==> config.mk <==
export PLATFORM = sky130hd
export DESIGN_NAME = move_executor
export DESIGN_NICKNAME = d
export VERILOG_FILES = /design/src/rtl/chess_pkg.sv /design/src/rtl/move_undo_record.sv /design/src/rtl/move_executor.sv
export SDC_FILE = /design/constraint.sdc
export NUM_CORES = 1
export LEC_CHECK = 0
export CORE_AREA = 2 2 68 70
export CTS_CLUSTER_DIAMETER = 50
export DETAILED_ROUTE_END_ITERATION = 10
export DIE_AREA = 0 0 70 72
export PLACE_DENSITY = 0.78
export RECOVER_POWER = 100
export SYNTH_ARGS = -nofsm -noshare
export SYNTH_HDL_FRONTEND = slang
export SYNTH_HIERARCHICAL = 1
export SYNTH_SLANG_ARGS = --single-unit
==> constraint.sdc <==
create_clock -name clk -period 1.9 [get_ports clk]
set_input_delay 0.38 -clock clk [delete_from_list [all_inputs] [get_ports clk]]
set_output_delay 0.38 -clock clk [all_outputs]
set_load 0.01 [all_outputs]
==> src/rtl/chess_pkg.sv <==
// Shared types and constants for the chess board datapath.
package chess_pkg;

  localparam int SQ_W    = 6;
  localparam int PIECE_W = 5;

  localparam logic [PIECE_W-1:0] EMPTY_PIECE = '0;

  typedef enum logic [3:0] {
    ST_IDLE,
    ST_RD_SRC,
    ST_RD_DST,
    ST_CHECK,
    ST_WR_DST,
    ST_WR_SRC,
    ST_UNDO_DST,
    ST_UNDO_SRC,
    ST_RESP
  } exec_state_t;

  typedef struct packed {
    logic [SQ_W-1:0]    from_sq;
    logic [SQ_W-1:0]    to_sq;
    logic [PIECE_W-1:0] moved;
    logic [PIECE_W-1:0] captured;
  } move_rec_t;

endpackage

==> src/rtl/move_undo_record.sv <==
// Single-level undo record: holds the last successful move until cleared.
module move_undo_record
  import chess_pkg::*;
(
  input  logic      clk,
  input  logic      reset,
  input  logic      i_load,
  input  logic      i_clear,
  input  move_rec_t i_rec,
  output logic      o_valid,
  output move_rec_t o_rec
);

  move_rec_t r_rec;
  logic      r_valid;

  // Load wins over clear; reset discards the record.
  always_ff @(posedge clk) begin
    if (reset) begin
      r_rec   <= '0;
      r_valid <= 1'b0;
    end else if (i_load) begin
      r_rec   <= i_rec;
      r_valid <= 1'b1;
    end else if (i_clear) begin
      r_valid <= 1'b0;
    end
  end

  assign o_valid = r_valid;
  assign o_rec   = r_rec;

endmodule

==> src/rtl/move_executor.sv <==
// Move sequencer in front of the 64x5 board RAM: read source and
// destination, validate, write destination, clear source, report.
// Optional single-level undo is built when MOVE_EXECUTOR_UNDO_EN is defined.
module move_executor #(
  parameter int SQ_W    = chess_pkg::SQ_W,
  parameter int PIECE_W = chess_pkg::PIECE_W
) (
  input  logic               clk,
  input  logic               reset,
  input  logic               move_valid,
  output logic               move_ready,
  input  logic [SQ_W-1:0]    from_sq,
  input  logic [SQ_W-1:0]    to_sq,
  input  logic               undo_req,
  output logic               done,
  output logic               error,
  output logic [PIECE_W-1:0] moved_piece,
  output logic [PIECE_W-1:0] captured,
  output logic               ram_en,
  output logic               ram_rw,
  output logic [SQ_W-1:0]    ram_addr,
  output logic [PIECE_W-1:0] ram_wdata,
  input  logic [PIECE_W-1:0] ram_rdata
);

  import chess_pkg::*;

  exec_state_t        r_state, w_next;
  logic [SQ_W-1:0]    r_from, r_to;
  logic [PIECE_W-1:0] r_src_piece, r_dst_piece;

  logic               r_move_ready, r_done, r_error;
  logic [PIECE_W-1:0] r_moved, r_captured;
  logic               r_ram_en, r_ram_rw;
  logic [SQ_W-1:0]    r_ram_addr;
  logic [PIECE_W-1:0] r_ram_wdata;

  logic               w_ram_en, w_ram_rw;
  logic [SQ_W-1:0]    w_ram_addr;
  logic [PIECE_W-1:0] w_ram_wdata;
  logic               w_resp_err, w_resp_upd;
  logic [PIECE_W-1:0] w_resp_moved, w_resp_capt;
  logic               w_move_err;

  assign w_move_err = (r_src_piece == EMPTY_PIECE) || (r_from == r_to);

`ifdef MOVE_EXECUTOR_UNDO_EN
  logic      w_rec_valid, w_rec_load, w_rec_clear;
  move_rec_t w_rec_d, w_rec_q;

  assign w_rec_load  = (r_state == ST_WR_SRC);
  assign w_rec_clear = (r_state == ST_UNDO_SRC);
  assign w_rec_d     = '{from_sq: r_from, to_sq: r_to,
                         moved: r_src_piece, captured: r_dst_piece};

  move_undo_record u_undo_record (
    .clk     (clk),
    .reset   (reset),
    .i_load  (w_rec_load),
    .i_clear (w_rec_clear),
    .i_rec   (w_rec_d),
    .o_valid (w_rec_valid),
    .o_rec   (w_rec_q)
  );
`else
  logic w_undo_unused;
  assign w_undo_unused = undo_req;
`endif

  // State register.
  always_ff @(posedge clk) begin
    if (reset) r_state <= ST_IDLE;
    else       r_state <= w_next;
  end

  // Next state, response values, and the RAM command for the state being
  // entered; the command is registered so it is presented during that state.
  always_comb begin
    w_next       = r_state;
    w_ram_en     = 1'b0;
    w_ram_rw     = 1'b0;
    w_ram_addr   = '0;
    w_ram_wdata  = '0;
    w_resp_err   = 1'b0;
    w_resp_upd   = 1'b0;
    w_resp_moved = r_src_piece;
    w_resp_capt  = r_dst_piece;
    unique case (r_state)
      ST_IDLE: begin
`ifdef MOVE_EXECUTOR_UNDO_EN
        if (undo_req) begin
          if (w_rec_valid) begin
            w_next = ST_UNDO_DST;
          end else begin
            w_next     = ST_RESP;
            w_resp_err = 1'b1;
          end
        end else if (move_valid) begin
          w_next = ST_RD_SRC;
        end
`else
        if (move_valid) w_next = ST_RD_SRC;
`endif
      end
      ST_RD_SRC: w_next = ST_RD_DST;
      ST_RD_DST: w_next = ST_CHECK;
      ST_CHECK: begin
        if (w_move_err) begin
          w_next      = ST_RESP;
          w_resp_err  = 1'b1;
          w_resp_upd  = 1'b1;
          w_resp_capt = ram_rdata;
        end else begin
          w_next = ST_WR_DST;
        end
      end
      ST_WR_DST: w_next = ST_WR_SRC;
      ST_WR_SRC: begin
        w_next     = ST_RESP;
        w_resp_upd = 1'b1;
      end
`ifdef MOVE_EXECUTOR_UNDO_EN
      ST_UNDO_DST: w_next = ST_UNDO_SRC;
      ST_UNDO_SRC: begin
        w_next       = ST_RESP;
        w_resp_upd   = 1'b1;
        w_resp_moved = w_rec_q.moved;
        w_resp_capt  = w_rec_q.captured;
      end
`endif
      default: w_next = ST_IDLE;
    endcase

    unique case (w_next)
      ST_RD_SRC: begin
        w_ram_en   = 1'b1;
        w_ram_addr = from_sq;
      end
      ST_RD_DST: begin
        w_ram_en   = 1'b1;
        w_ram_addr = r_to;
      end
      ST_WR_DST: begin
        w_ram_en    = 1'b1;
        w_ram_rw    = 1'b1;
        w_ram_addr  = r_to;
        w_ram_wdata = r_src_piece;
      end
      ST_WR_SRC: begin
        w_ram_en    = 1'b1;
        w_ram_rw    = 1'b1;
        w_ram_addr  = r_from;
        w_ram_wdata = EMPTY_PIECE;
      end
`ifdef MOVE_EXECUTOR_UNDO_EN
      ST_UNDO_DST: begin
        w_ram_en    = 1'b1;
        w_ram_rw    = 1'b1;
        w_ram_addr  = w_rec_q.to_sq;
        w_ram_wdata = w_rec_q.captured;
      end
      ST_UNDO_SRC: begin
        w_ram_en    = 1'b1;
        w_ram_rw    = 1'b1;
        w_ram_addr  = w_rec_q.from_sq;
        w_ram_wdata = w_rec_q.moved;
      end
`endif
      default: ;
    endcase
  end

  // Registered outputs and move datapath latches.
  always_ff @(posedge clk) begin
    if (reset) begin
      r_move_ready <= 1'b1;
      r_done       <= 1'b0;
      r_error      <= 1'b0;
      r_moved      <= '0;
      r_captured   <= '0;
      r_ram_en     <= 1'b0;
      r_ram_rw     <= 1'b0;
      r_ram_addr   <= '0;
      r_ram_wdata  <= '0;
      r_from       <= '0;
      r_to         <= '0;
      r_src_piece  <= '0;
      r_dst_piece  <= '0;
    end else begin
      r_move_ready <= (w_next == ST_IDLE);
      r_done       <= (w_next == ST_RESP);
      r_error      <= w_resp_err;
      r_ram_en     <= w_ram_en;
      r_ram_rw     <= w_ram_rw;
      r_ram_addr   <= w_ram_addr;
      r_ram_wdata  <= w_ram_wdata;
      if (w_resp_upd) begin
        r_moved    <= w_resp_moved;
        r_captured <= w_resp_capt;
      end
      if (r_state == ST_IDLE && w_next == ST_RD_SRC) begin
        r_from <= from_sq;
        r_to   <= to_sq;
      end
      if (r_state == ST_RD_DST) r_src_piece <= ram_rdata;
      if (r_state == ST_CHECK)  r_dst_piece <= ram_rdata;
    end
  end

  assign move_ready  = r_move_ready;
  assign done        = r_done;
  assign error       = r_error;
  assign moved_piece = r_moved;
  assign captured    = r_captured;
  assign ram_en      = r_ram_en;
  assign ram_rw      = r_ram_rw;
  assign ram_addr    = r_ram_addr;
  assign ram_wdata   = r_ram_wdata;

endmodule

======== Word-level counts from Yosys, hierarchy flattened ========
Cells that the tools add are included.
storage, ports and cells
  bits of input ports ..................... 21
  bits in registers ....................... 52
  logic and storage cells ................. 47
  output and inout bits ................... 26
operators by class
  eq/ne operators ......................... 11
  reductions and logical operators ........ 10
  mux-type cells .......................... 10
  bitwise operators ....................... 2
operators by type and width
  operator                                                               count
  4-bit case mux with 6 select lines                                     1
  6-bit case mux with 3 select lines                                     1
  4-bit by 3-bit equality test with 1-bit output, second input constant  4
  4-bit by 2-bit equality test with 1-bit output, second input constant  3
  5-bit two-way mux                                                      2
  4-bit by 1-bit equality test with 1-bit output, second input constant  2
  4-bit logical NOT                                                      2
  4-bit two-way mux                                                      2
  2-bit OR reduction                                                     4
  6-bit equality test                                                    1
  5-bit logical NOT                                                      1
  4-bit equality test, second input constant                             1
  4-bit OR reduction                                                     1
  1-bit two-way mux                                                      3
  1-bit inverter                                                         2
  1-bit case mux with 2 select lines                                     1
  1-bit logical AND                                                      1
  1-bit logical OR                                                       1

======== Logic depth before layout (Yosys ltp) ========
  word-level depth ........................ 7
  depth in mapped cells ................... 6
  mapped depth without buffers ............ 5

======== Worst setup path before layout ========
OpenSTA, ideal clock, no wires.
  path kind ............................... flip-flop to flip-flop
  start ................................... register r_to[0]
  end ..................................... register r_ram_addr[0], in the netlist ram_addr[0]
  buffers on the path ..................... 0
  cell stages (with the launch flop) ...... 6
  required time ........................... 1772 ps
  library setup time ...................... 128 ps
  period minus slack after synthesis ...... 1476 ps
  setup slack ............................. 424 ps
  data arrival time ....................... 1349 ps
  cells stage by stage .................... dfxtp_1 > xnor2_1 > nand4_2 > o31a_4 > a222oi_1 > nor2_1
between the ends
  cells in the longest elaborated chain, start to end .. 7
  elaborated cells between the ends (all ways) .. 10
  classes of those cells .................. eq/ne (5); mux (3); reduce/logical (2)
ends and longest elaborated chain
  element                                                                                                           RTL line              text
  start, declared                                                                                                   move_executor.sv:29   logic [SQ_W-1:0] r_from, r_to;
  start signal, assigned                                                                                            move_executor.sv:203  r_to <= to_sq;
  6-bit equality test                                                                                               move_executor.sv:45   assign w_move_err = (r_src_piece == EMPTY_PIECE) || (r_from == r_to);
  1-bit logical OR                                                                                                  move_executor.sv:45
  4-bit two-way mux                                                                                                 move_executor.sv:108  if (w_move_err) begin
  4-bit case mux with 6 select lines                                                                                move_executor.sv:88   unique case (r_state)
  4-bit by 3-bit equality test with 1-bit output or 4-bit by 2-bit equality test with 1-bit output (tied branches)  move_executor.sv:134  unique case (w_next)
  2-bit OR reduction (no source line)                                                                               --
  6-bit case mux with 3 select lines (*)                                                                            move_executor.sv:134
  end signal, assigned                                                                                              move_executor.sv:195  r_ram_addr <= w_ram_addr;
  end, declared                                                                                                     move_executor.sv:35   logic [SQ_W-1:0] r_ram_addr;
Every way passes the cells marked *; elsewhere a longest branch is shown, timed or not.
A chain may end at the register's enable or synchronous reset.

======== Worst setup path in the final report ========
  start ................................... register r_to[4]
  end ..................................... register r_ram_addr[5], in the netlist ram_addr[5]
between the ends
  cells in the longest elaborated chain, start to end .. 7
  elaborated cells between the ends (all ways) .. 10
  classes of those cells .................. eq/ne (5); mux (3); reduce/logical (2)
ends and longest elaborated chain
  element                                                                                                           RTL line
  6-bit equality test (*)                                                                                           move_executor.sv:45
  1-bit logical OR (*)                                                                                              move_executor.sv:45
  4-bit two-way mux (*)                                                                                             move_executor.sv:108
  4-bit case mux with 6 select lines (*)                                                                            move_executor.sv:88
  4-bit by 3-bit equality test with 1-bit output or 4-bit by 2-bit equality test with 1-bit output (tied branches)  move_executor.sv:134
  2-bit OR reduction (no source line)                                                                               --
  6-bit case mux with 3 select lines (*)                                                                            move_executor.sv:134
Marked as above.

==> run_results.csv <==
group,metric,value,unit
outcome,status,"finished clean",
global_route,grt_antenna_before_repair,0,
flow_run,cap_violations,0,
finish,mostFrequentLayoutCells,"dfxtp_1 (52), nand2_1 (47), dlygate4sd3_1 (26)",
finish,final_cell_count_no_fill,323,
worst_setup_path,path_max_fanout,8,
worst_setup_path,cp.arrival,1940,ps
placement,dp.cells,315,
sta,clock_skew,6.257,ps
finish,fillers,379,
drt,wire_per_inst,13.98,µm
drt,wl_met3,277,µm
synth,netlist_area,2008,µm²
finish,nets,291,
drt,vias_per_cell,5.433,
worst_setup_path,ff2ff_setup_slack,160,ps
clock_network,cts.htree.levels,2,
clock_network,clk_latency,310,ps
worst_setup_path,crit_required,2100,ps
sta,tightest_slew,748.9,ps
floorplanning,rows,24,
worst_setup_path,critPathKind,"register to register",
global_route,grtUsageTotal,0.1966,
synth,yosysSeqAreaShare,0.5184,
hold_path,hold_depth,2,
worst_setup_path,r2r-end,"ram_addr[5]",
pwr,combPwrFrac,0.217,
placement,gp_congestion,0.8702,
sta,setup-tns-final,0,ps
sta,slew_headroom,0.5007,
pwr,p_int,1829,µW
floorplanning,fp.dieW,70,µm
drt,first_pass_iters,4,
pwr,power.total,2604,µW
clock_network,max-clock-path-buffers,2,
sta,fin_hold_ws,462.2,ps
synth,avgSynthCellArea,8.965,µm²
finish,postLayoutCoreUtil,0.6165,
global_route,grt_pass1_wl,7762,µm
finish,areaGrowthSynthToFinish,30.90,%
drt,post-route-drc-count,0,
global_route,overflow,0,
floorplanning,die_area,5040,µm²
clock_network,cts_made_buffers,5,
sta,rsz0062_at_grt,"no",
clock_network,cts_hold_buf,0,
finish,drive_gt1_frac,0.07011,
drt,drtIter0Drc,124,
drt,dr_wl_met2,2147,µm
synth,ys.flop_type,"dfxtp_1",
floorplanning,die_height,72,µm
clock_network,post_cts_buffers,0,
sta,hold_viol_final,0,
sta,finalCriticalPeriod,1743,ps
hold_path,hold_class,"register to register",
pwr,p_switching,774.5,µW
floorplanning,io_pins,47,
placement,io_buffer_count,45,
clock_network,cts_tree,"yes",
synth,yosysUniqueCellTypes,32,
pwr,powerDensity,990.4,nW/µm²
sta,clock.fmax,573.7,MHz
synth,synth_cells,224,
hold_path,min-delay-start,"r_dst_piece[3]",
synth,yosysWarnings,6,
pwr,irDropWorstVdd,641.4,µV
worst_setup_path,rr_startpoint,"r_to[4]",
floorplanning,start_util,0.4710,
sta,period_share,0.9174,
global_route,grt_pass1_vias,1625,
finish,antennaDiodeCount,0,
synth,synth_fp_nets,245,
drt,vias,1755,
synth,synth-async-reset-ratio,0,
clock_network,clockRootBuffer,"clkbuf_8",
drt,wl_met1,2013,µm
floorplanning,core,4264,µm²
hold_path,whs_endpoint,"r_dst_piece[3]",
sta,report.final.slew_viol_count,0,
drt,ant_nets,0,
pwr,swShare,0.2975,
placement,hpwl,3081,µm
drt,highest_layer,"met4",
synth,ys_ff_latch,52,
worst_setup_path,reg2reg_depth,5,
pwr,p_leak,0.0009790,µW
clock_network,ctsResizeCount,0,
finish,final_common_cell,"dfxtp_1",
worst_setup_path,crit_path_start_kind,"register",
worst_setup_path,worst_setup_path_end_kind,"register",
sta,setup_viol,0,
clock_network,clkTransAtPathRegs,100,ps
pwr,clkPwrFrac,0.299,
synth,synth-edff-count,0,
drt,wl,4517,µm
pwr,p_seq_frac,0.484,
global_route,grt_max_degree,30,
clock_network,cts.sinks,52,
[power groups by stage]
stage / registers, µW / clock network [µW] / logic [µW]
after detailed placement: 1290 / 0 / 586
after CTS: 1260 / 795 / 590
after floorplan: 1270 / 0 / 399
after global routing: 1280 / 842 / 622
final: 1260 / 778 / 565
after global placement: 1280 / 0 / 577
[flip-flops by register name, summed over array words and instances (netlist names)]
signal	cells
r_from	6
r_to	6
ram_addr	6
captured	5
moved_piece	5
r_dst_piece	5
r_src_piece	5
ram_wdata	5
r_state	4
done	1
error	1
move_ready	1
ram_en	1
ram_rw	1
[per-stage QoR]
stage               setup slack (ps)  area (µm²)
floorplan                      423.8        2008
global placement               256.6        2530
detailed placement             199.6        2530
CTS                            190.7        2645
global route                   9.505        2629
finish                         157.0        2629
[kinds of logic (layout without fill, tap and decap cells)]
group | after synthesis | count (layout) | synth area share
AOI/OAI and AO/OA | 52 | 52 | 0.1707
xor gates and xnor gates | 7 | 7 | 0.03053
buffers and inverters | 15 | 62 | 0.03488
DFF | 52 | 52 | 0.5184
muxes | 5 | 5 | 0.02492
and+or+nand+nor | 93 | 93 | 0.2206
[how the worst max path moves through the flow]
| stage | from | depth (start not counted) | to | slack, ps |
|---|---|---|---|---|
| final | r_to[4] | 5 | ram_addr[5] | 160 |
| after global routing | r_state[2] | 5 | moved_piece[1] | 10 |
| after CTS | r_state[2] | 5 | moved_piece[4] | 190 |
| after detailed placement | r_to[4] | 5 | ram_addr[5] | 200 |
| after global placement | r_to[2] | 5 | ram_addr[5] | 260 |
| after floorplan | r_to[0] | 5 | ram_addr[0] | 420 |
[routing by layer]
metal	track usage	up-vias
met5	0	-
met4	0.07692	0
met3	0.06389	6
met2	0.3079	50
met1	0.2542	825
li1	-	874
[cell type report]
cell class | count | area (µm²) | share of cell area
Clock buffer | 5 | 68.82 | 0.02618
Clock inverter | 3 | 46.29 | 0.01761
Inverter | 1 | 3.754 | 0.001428
Multi-Input combinational cell | 157 | 888.4 | 0.3379
Sequential cell | 52 | 1041 | 0.3960
Tap cell | 52 | 65.06 | 0.02475
Timing Repair Buffer | 53 | 515.5 | 0.1961
[worst max-delay path, cell delays in order (launching register included)]
cell      delay [ps]
dfxtp_1          340
xnor2_1          210
nand4_2          200
o31a_1           410
a222oi_1         400
nor2_1            80
[synth_stat cells (2+ instances only)]
cell / number / area share
dfxtp_1: 52 / 0.52
nand2_1: 47 / 0.088
a21oi_1: 25 / 0.062
nor2_1: 19 / 0.036
nor3_1: 10 / 0.025
xnor2_1: 7 / 0.031
a222oi_1: 6 / 0.030
a311oi_1: 6 / 0.026
clkbuf_1: 6 / 0.011
and2_1: 5 / 0.016
buf_2: 5 / 0.012
mux2i_1: 5 / 0.025
o211ai_1: 5 / 0.019
o21ai_0: 5 / 0.012
and3_1: 2 / 0.0062
buf_4: 2 / 0.0075
o21ai_1: 2 / 0.0050
No activity file was read; power rests on OpenSTA's default activity.
